**config.mk**
```make
export PLATFORM = sky130hd
export DESIGN_NAME = cmp_arbiter
export DESIGN_NICKNAME = d
export VERILOG_FILES = /design/src/rtl/cmp_arbiter.sv
export SDC_FILE = /design/constraint.sdc
export NUM_CORES = 1
export LEC_CHECK = 0
export ABC_AREA = 1
export CORE_MARGIN = 2
export CORE_UTILIZATION = 44
export CTS_CLUSTER_SIZE = 14
export DETAILED_ROUTE_END_ITERATION = 16
export HOLD_SLACK_MARGIN = 0.12
export PLACE_DENSITY = 0.85
export SYNTH_ARGS = -nofsm -noshare
export SYNTH_HDL_FRONTEND = slang
export SYNTH_SLANG_ARGS = --single-unit
```
**constraint.sdc**
```tcl
create_clock -name clk -period 2.1 [get_ports clk]
set_input_delay 0.42 -clock clk [delete_from_list [all_inputs] [get_ports clk]]
set_output_delay 0.42 -clock clk [all_outputs]
set_load 0.03 [all_outputs]
```
**src/rtl/cmp_arbiter.sv**
```systemverilog
// -----------------------------------------------------------------------------
// cmp_arbiter
//
// Purpose:
//   Time-shares one WIDTH-bit equality comparator among four requesters.
//   A round-robin arbiter picks one requester from IDLE. The winner's operands
//   are captured in LOAD and compared in EVAL. The result is presented for a
//   single cycle in RESP together with a DONE pulse. The grant is held from
//   the arbitration edge until the RESP cycle ends, and one IDLE cycle always
//   separates two operations.
//
// Ports:
//   clk        in   1          single clock, rising edge
//   reset_n    in   1          asynchronous active-low reset
//   req        in   4          per-requester request, bit i = requester i
//   a_in       in   4*WIDTH    packed operand A, requester i at [i*WIDTH +: WIDTH]
//   b_in       in   4*WIDTH    packed operand B, same packing as a_in
//   gnt        out  4          one-hot grant, zero when no grant is active
//   gnt_id     out  2          index of the granted requester (valid with gnt)
//   done       out  1          one-cycle completion pulse (RESP cycle)
//   cmp        out  1          1 = operands equal; forced to 0 outside done
//   match_cnt  out  16         only with CMP_ARBITER_STATS_EN: saturating count
//                              of RESP cycles that reported a match
//
// Configuration macro:
//   CMP_ARBITER_STATS_EN  - adds the match_cnt output and its counter.
//
// States:
//   state    | meaning
//   ---------+------------------------------------------------------------
//   ST_IDLE  | no operation; arbitrate on any non-zero req
//   ST_LOAD  | grant active; capture winner's A/B slices
//   ST_EVAL  | compare registered operands into result register
//   ST_RESP  | done=1, cmp=result; grant released on the next edge
// -----------------------------------------------------------------------------
module cmp_arbiter #(
  parameter int WIDTH = 8
) (
  input  logic                 clk,
  input  logic                 reset_n,
  input  logic [3:0]           req,
  input  logic [4*WIDTH-1:0]   a_in,
  input  logic [4*WIDTH-1:0]   b_in,
  output logic [3:0]           gnt,
  output logic [1:0]           gnt_id,
  output logic                 done,
  output logic                 cmp
`ifdef CMP_ARBITER_STATS_EN
  ,
  output logic [15:0]          match_cnt
`endif
);

  typedef enum logic [1:0] {
    ST_IDLE = 2'd0,
    ST_LOAD = 2'd1,
    ST_EVAL = 2'd2,
    ST_RESP = 2'd3
  } state_t;

  state_t             state_q, state_d;
  logic [3:0]         gnt_q, gnt_d;
  logic [1:0]         gnt_id_q, gnt_id_d;
  logic [1:0]         ptr_q, ptr_d;
  logic [WIDTH-1:0]   opa_q, opa_d;
  logic [WIDTH-1:0]   opb_q, opb_d;
  logic               res_q, res_d;

  logic               win_found;
  logic [1:0]         win_idx;
  logic [1:0]         cand;
  logic [WIDTH-1:0]   sel_a;
  logic [WIDTH-1:0]   sel_b;
  logic               eq;

  // Round-robin search: start one past the last winner and wrap modulo 4.
  // Offset 4 wraps back onto the pointer itself, so the last winner is
  // considered last.
  always_comb begin
    win_found = 1'b0;
    win_idx   = 2'd0;
    cand      = 2'd0;
    for (int k = 1; k <= 4; k++) begin
      cand = ptr_q + k[1:0];
      if (!win_found && req[cand]) begin
        win_found = 1'b1;
        win_idx   = cand;
      end
    end
  end

  // Operand slice selected by the registered grant index.
  always_comb begin
    sel_a = '0;
    sel_b = '0;
    for (int i = 0; i < 4; i++) begin
      if (gnt_id_q == i[1:0]) begin
        sel_a = a_in[i*WIDTH +: WIDTH];
        sel_b = b_in[i*WIDTH +: WIDTH];
      end
    end
  end

  // The single shared comparator works only on the registered operands.
  assign eq = &(opa_q ~^ opb_q);

  always_comb begin
    state_d  = state_q;
    gnt_d    = gnt_q;
    gnt_id_d = gnt_id_q;
    ptr_d    = ptr_q;
    opa_d    = opa_q;
    opb_d    = opb_q;
    res_d    = res_q;

    unique case (state_q)
      ST_IDLE: begin
        if (win_found) begin
          state_d  = ST_LOAD;
          gnt_d    = 4'b0001 << win_idx;
          gnt_id_d = win_idx;
          ptr_d    = win_idx;
        end
      end
      ST_LOAD: begin
        opa_d   = sel_a;
        opb_d   = sel_b;
        state_d = ST_EVAL;
      end
      ST_EVAL: begin
        res_d   = eq;
        state_d = ST_RESP;
      end
      ST_RESP: begin
        // req is ignored here; a held request is re-arbitrated from IDLE.
        state_d  = ST_IDLE;
        gnt_d    = 4'b0000;
        gnt_id_d = 2'd0;
      end
      default: begin
        state_d  = ST_IDLE;
        gnt_d    = 4'b0000;
        gnt_id_d = 2'd0;
      end
    endcase
  end

  // The pointer resets to 3 so that the first search after reset begins at
  // requester 0.
  always_ff @(posedge clk or negedge reset_n) begin
    if (!reset_n) begin
      state_q  <= ST_IDLE;
      gnt_q    <= 4'b0000;
      gnt_id_q <= 2'd0;
      ptr_q    <= 2'd3;
      opa_q    <= '0;
      opb_q    <= '0;
      res_q    <= 1'b0;
    end else begin
      state_q  <= state_d;
      gnt_q    <= gnt_d;
      gnt_id_q <= gnt_id_d;
      ptr_q    <= ptr_d;
      opa_q    <= opa_d;
      opb_q    <= opb_d;
      res_q    <= res_d;
    end
  end

  assign gnt    = gnt_q;
  assign gnt_id = gnt_id_q;
  assign done   = (state_q == ST_RESP);
  assign cmp    = done & res_q;

`ifdef CMP_ARBITER_STATS_EN
  logic [15:0] match_cnt_q, match_cnt_d;

  always_comb begin
    match_cnt_d = match_cnt_q;
    if (done && res_q && (match_cnt_q != 16'hFFFF)) begin
      match_cnt_d = match_cnt_q + 16'd1;
    end
  end

  always_ff @(posedge clk or negedge reset_n) begin
    if (!reset_n) begin
      match_cnt_q <= 16'h0000;
    end else begin
      match_cnt_q <= match_cnt_d;
    end
  end

  assign match_cnt = match_cnt_q;
`endif

  // Grant is one-hot or idle, and its index always agrees with it.
  a_gnt_onehot: assert property (@(posedge clk) disable iff (!reset_n)
    $onehot0(gnt_q));
  a_gnt_id_match: assert property (@(posedge clk) disable iff (!reset_n)
    (gnt_q != 4'b0000) |-> (gnt_q == (4'b0001 << gnt_id_q)));

endmodule

```
==> flow_summary.ini <==
[run_status]
status = finished clean

[timing]
fin_ws_ps = 163.9
min_period_ps = 1936
min_period_over_period_pct = 92.19
rsz0062_at_grt = no
fmax_ghz = 0.5165
setup-tns-final_ps = 0
slew_headroom_pct = 65.42
worstMarginPinSlew_ps = 518.1
maxSlewViolCount = 0
worst_clock_skew_ps = 1.998
finalSetupViolations = 0
finalHoldViolCount = 0

[clock_tree]
cts_buffers = 3
cts_setup_buffers = 0
cts_root_buf = clkbuf_8
cts_tree = built
clockBufferDepth = 2
h-tree-depth = 1
holdBufCountCts = 0
clock_latency_ps = 280
post_cts_resized = 2
numClockSinks = 27
path_clk_slew_ps = 90

[synthesis]
yosys-top-cells-area = dfrtp_1 (32%), nand2_1 (17%), nand3_1 (8.9%), inv_1 (4.9%), o21ai_0 (4.1%)
yosys_warnings = 0
yosys.area.top_type_share_pct = 31.69
synth_top_family_by_area = simple AND/OR/NAND/NOR gates
synth_simple_gate_area_share_pct = 38.15
synth_fa_ha_area_share_pct = 3.169
synth_seq_cells = 27
synthDistinctLibCells = 30
synth.net_count = 355
syn_area_sq_um = 1974
ys_seq_area_share_pct = 34.35
syn_inst = 280
synthMuxAreaShare_pct = 0.5703
synthXorXnorAreaFrac_pct = 1.774
yosysTopAreaCell = dfrtp_1
synth_compound_area_share_pct = 13.81
syn_avg_cell_area_sq_um = 7.051

[power]
p_seq_share_pct = 26.6
powerDensity_nw_per_um2 = 1270
ir_drop_mv = 0.5938
p_comb_share_pct = 65.0
cellLeakagePower_nw = 1.359
clkPwrFrac_pct = 8.5
netSwitchingFraction_pct = 50.36
internal_power_mw = 1.796
switching_power_mw = 1.822

[run]
drv_cap = 0

[place]
dp_hpwl_um = 4363
pre_cts_ws_ps = 181.2
gp_congestion = 0.8360
numPlacedInstances = 405
port_buffers = 77

[critical_path]
cp-start-kind = flop
crit_path_max_fanout = 6
r2r_cells = 11
required_ps = 1680
crit_type = reg -> out
critPathCaptureType = primary output
crit_arrival_ps = 1520

[grt]
grt_max_degree = 28
overflow = 0
grt_pass1_wl_um = 8894
gr-usage-all-layers_pct = 21.95
grt_pass1_vias = 1994
antenna_found_initial = 0

[cells_and_area]
instances_no_fill = 409
drive_gt1_share_pct = 10.64
layout_common_cells = nand2_1 (92), clkdlybuf4s50_1 (75), nand3_1 (35)
num_antenna_cells = 0
final_common_cell = nand2_1
nets = 433
syn2layout_area_growth_pct = 44.30

[hold_path]
whs_path_depth = 2
hold_path_class = reg -> reg

[die]
dieHeight_um = 70.99
initial_utilization_pct = 45.66
fp.dieW_um = 70.99
io_pins = 78
dieArea_sq_um = 5039
rows = 24
core_sq_um = 4324

[detailed_routing]
drtIter0Drc = 102
vias_per_cell = 5.176
wl_per_cell_um = 13.37
dr.pass1.iters = 4
num_vias = 2117
drcViolationCount = 0
wl_um = 5469
ant_nets = 0
area by class of cell:
cell class | instances | area [sq um]
clock buffers | 3 | 41.29
clock inverters | 1 | 7.507
fillers | 360 | 1475
inverters | 31 | 116.4
multi-input cells | 213 | 1135
flip-flops and latches | 27 | 678.2
well taps | 52 | 65.06
repair buffers | 82 | 805.8
Yosys cell counts (all sizes together):
cell and number:
nor2 7, inv 30, o211ai 3, o21a 1
nand2 109, buf 4, o21ai 19, o22ai 1
clkbuf 5, dfrtp 25, ha 5, nor3 1
a21oi 10, clkinv 1, a211oi 5, nand4 7
dfstp 2, mux2 1, nand3 35, a221oi 5
xnor2 4
cells by family (layout without fill, tap and decap cells):
kind of cell,count (synthesis),count (layout)
AOI/OAI and AO/OA,44,44
xor gates and xnor gates,4,4
adders and majority gates,5,5
buffers and inverters,40,117
DFF,27,27
muxes,1,1
and+or+nand+nor,159,159
flip-flops by register name, indices dropped and copies added (netlist names):
register / count
ptr_q: 2
gnt: 4
gnt_id: 2
opa_q: 8
opb_q: 8
state_q: 2
res_q: 1
worst paths after layout:
path / startpoint / end / slack (ps)
hold / removal: gnt[1] / gnt[1] / 500
min in group asynchronous: reset_n / opb_q[2] / 510
hold reg to reg: gnt[1] / gnt[1] / 500
setup reg to reg: ptr_q[0] / gnt[2] / 270
max in group asynchronous: reset_n / ptr_q[1] / 1280
setup / recovery: state_q[0] / cmp / 160
through the flow:
stage | util [%] | cell area [sq um] | power, mW | hold WS (ps)
4_1_cts | 65.89 | 2849 | 3.643 | 505.9
2_1_floorplan | - | 1974 | 2.685 | 124.4
3_3_place_gp | 64.81 | 2803 | 3.227 | 477.9
3_5_place_dp | 64.81 | 2803 | 3.322 | 469.0
5_1_grt | 65.89 | 2849 | 3.964 | 519.3
6_report | 65.89 | 2849 | 3.618 | 497.5
power by group through the flow:
stage / clock [mW] / combinational (mW) / sequential, mW
2_1_floorplan: 0 / 1.72 / 0.961
3_3_place_gp: 0 / 2.26 / 0.965
3_5_place_dp: 0 / 2.35 / 0.970
4_1_cts: 0.311 / 2.37 / 0.961
5_1_grt: 0.335 / 2.63 / 0.994
6_report: 0.307 / 2.35 / 0.961
critical path, stage by stage (launching register included):
cell           delay [ps]
dfrtp_1               410
ha_1                  310
nand2_1                80
inv_1                  50
dlygate4sd2_1         390
routing by layer:
metal | track usage (%) | wire (um) | share of wire (%)
met1 | 28.91 | 2270 | 42
met2 | 37.49 | 2802 | 51
met3 | 3.134 | 298 | 5.4
met4 | 6.709 | 97 | 1.8
met5 | 0 | 0 | 0
No activity file was read; power rests on OpenSTA's default activity.
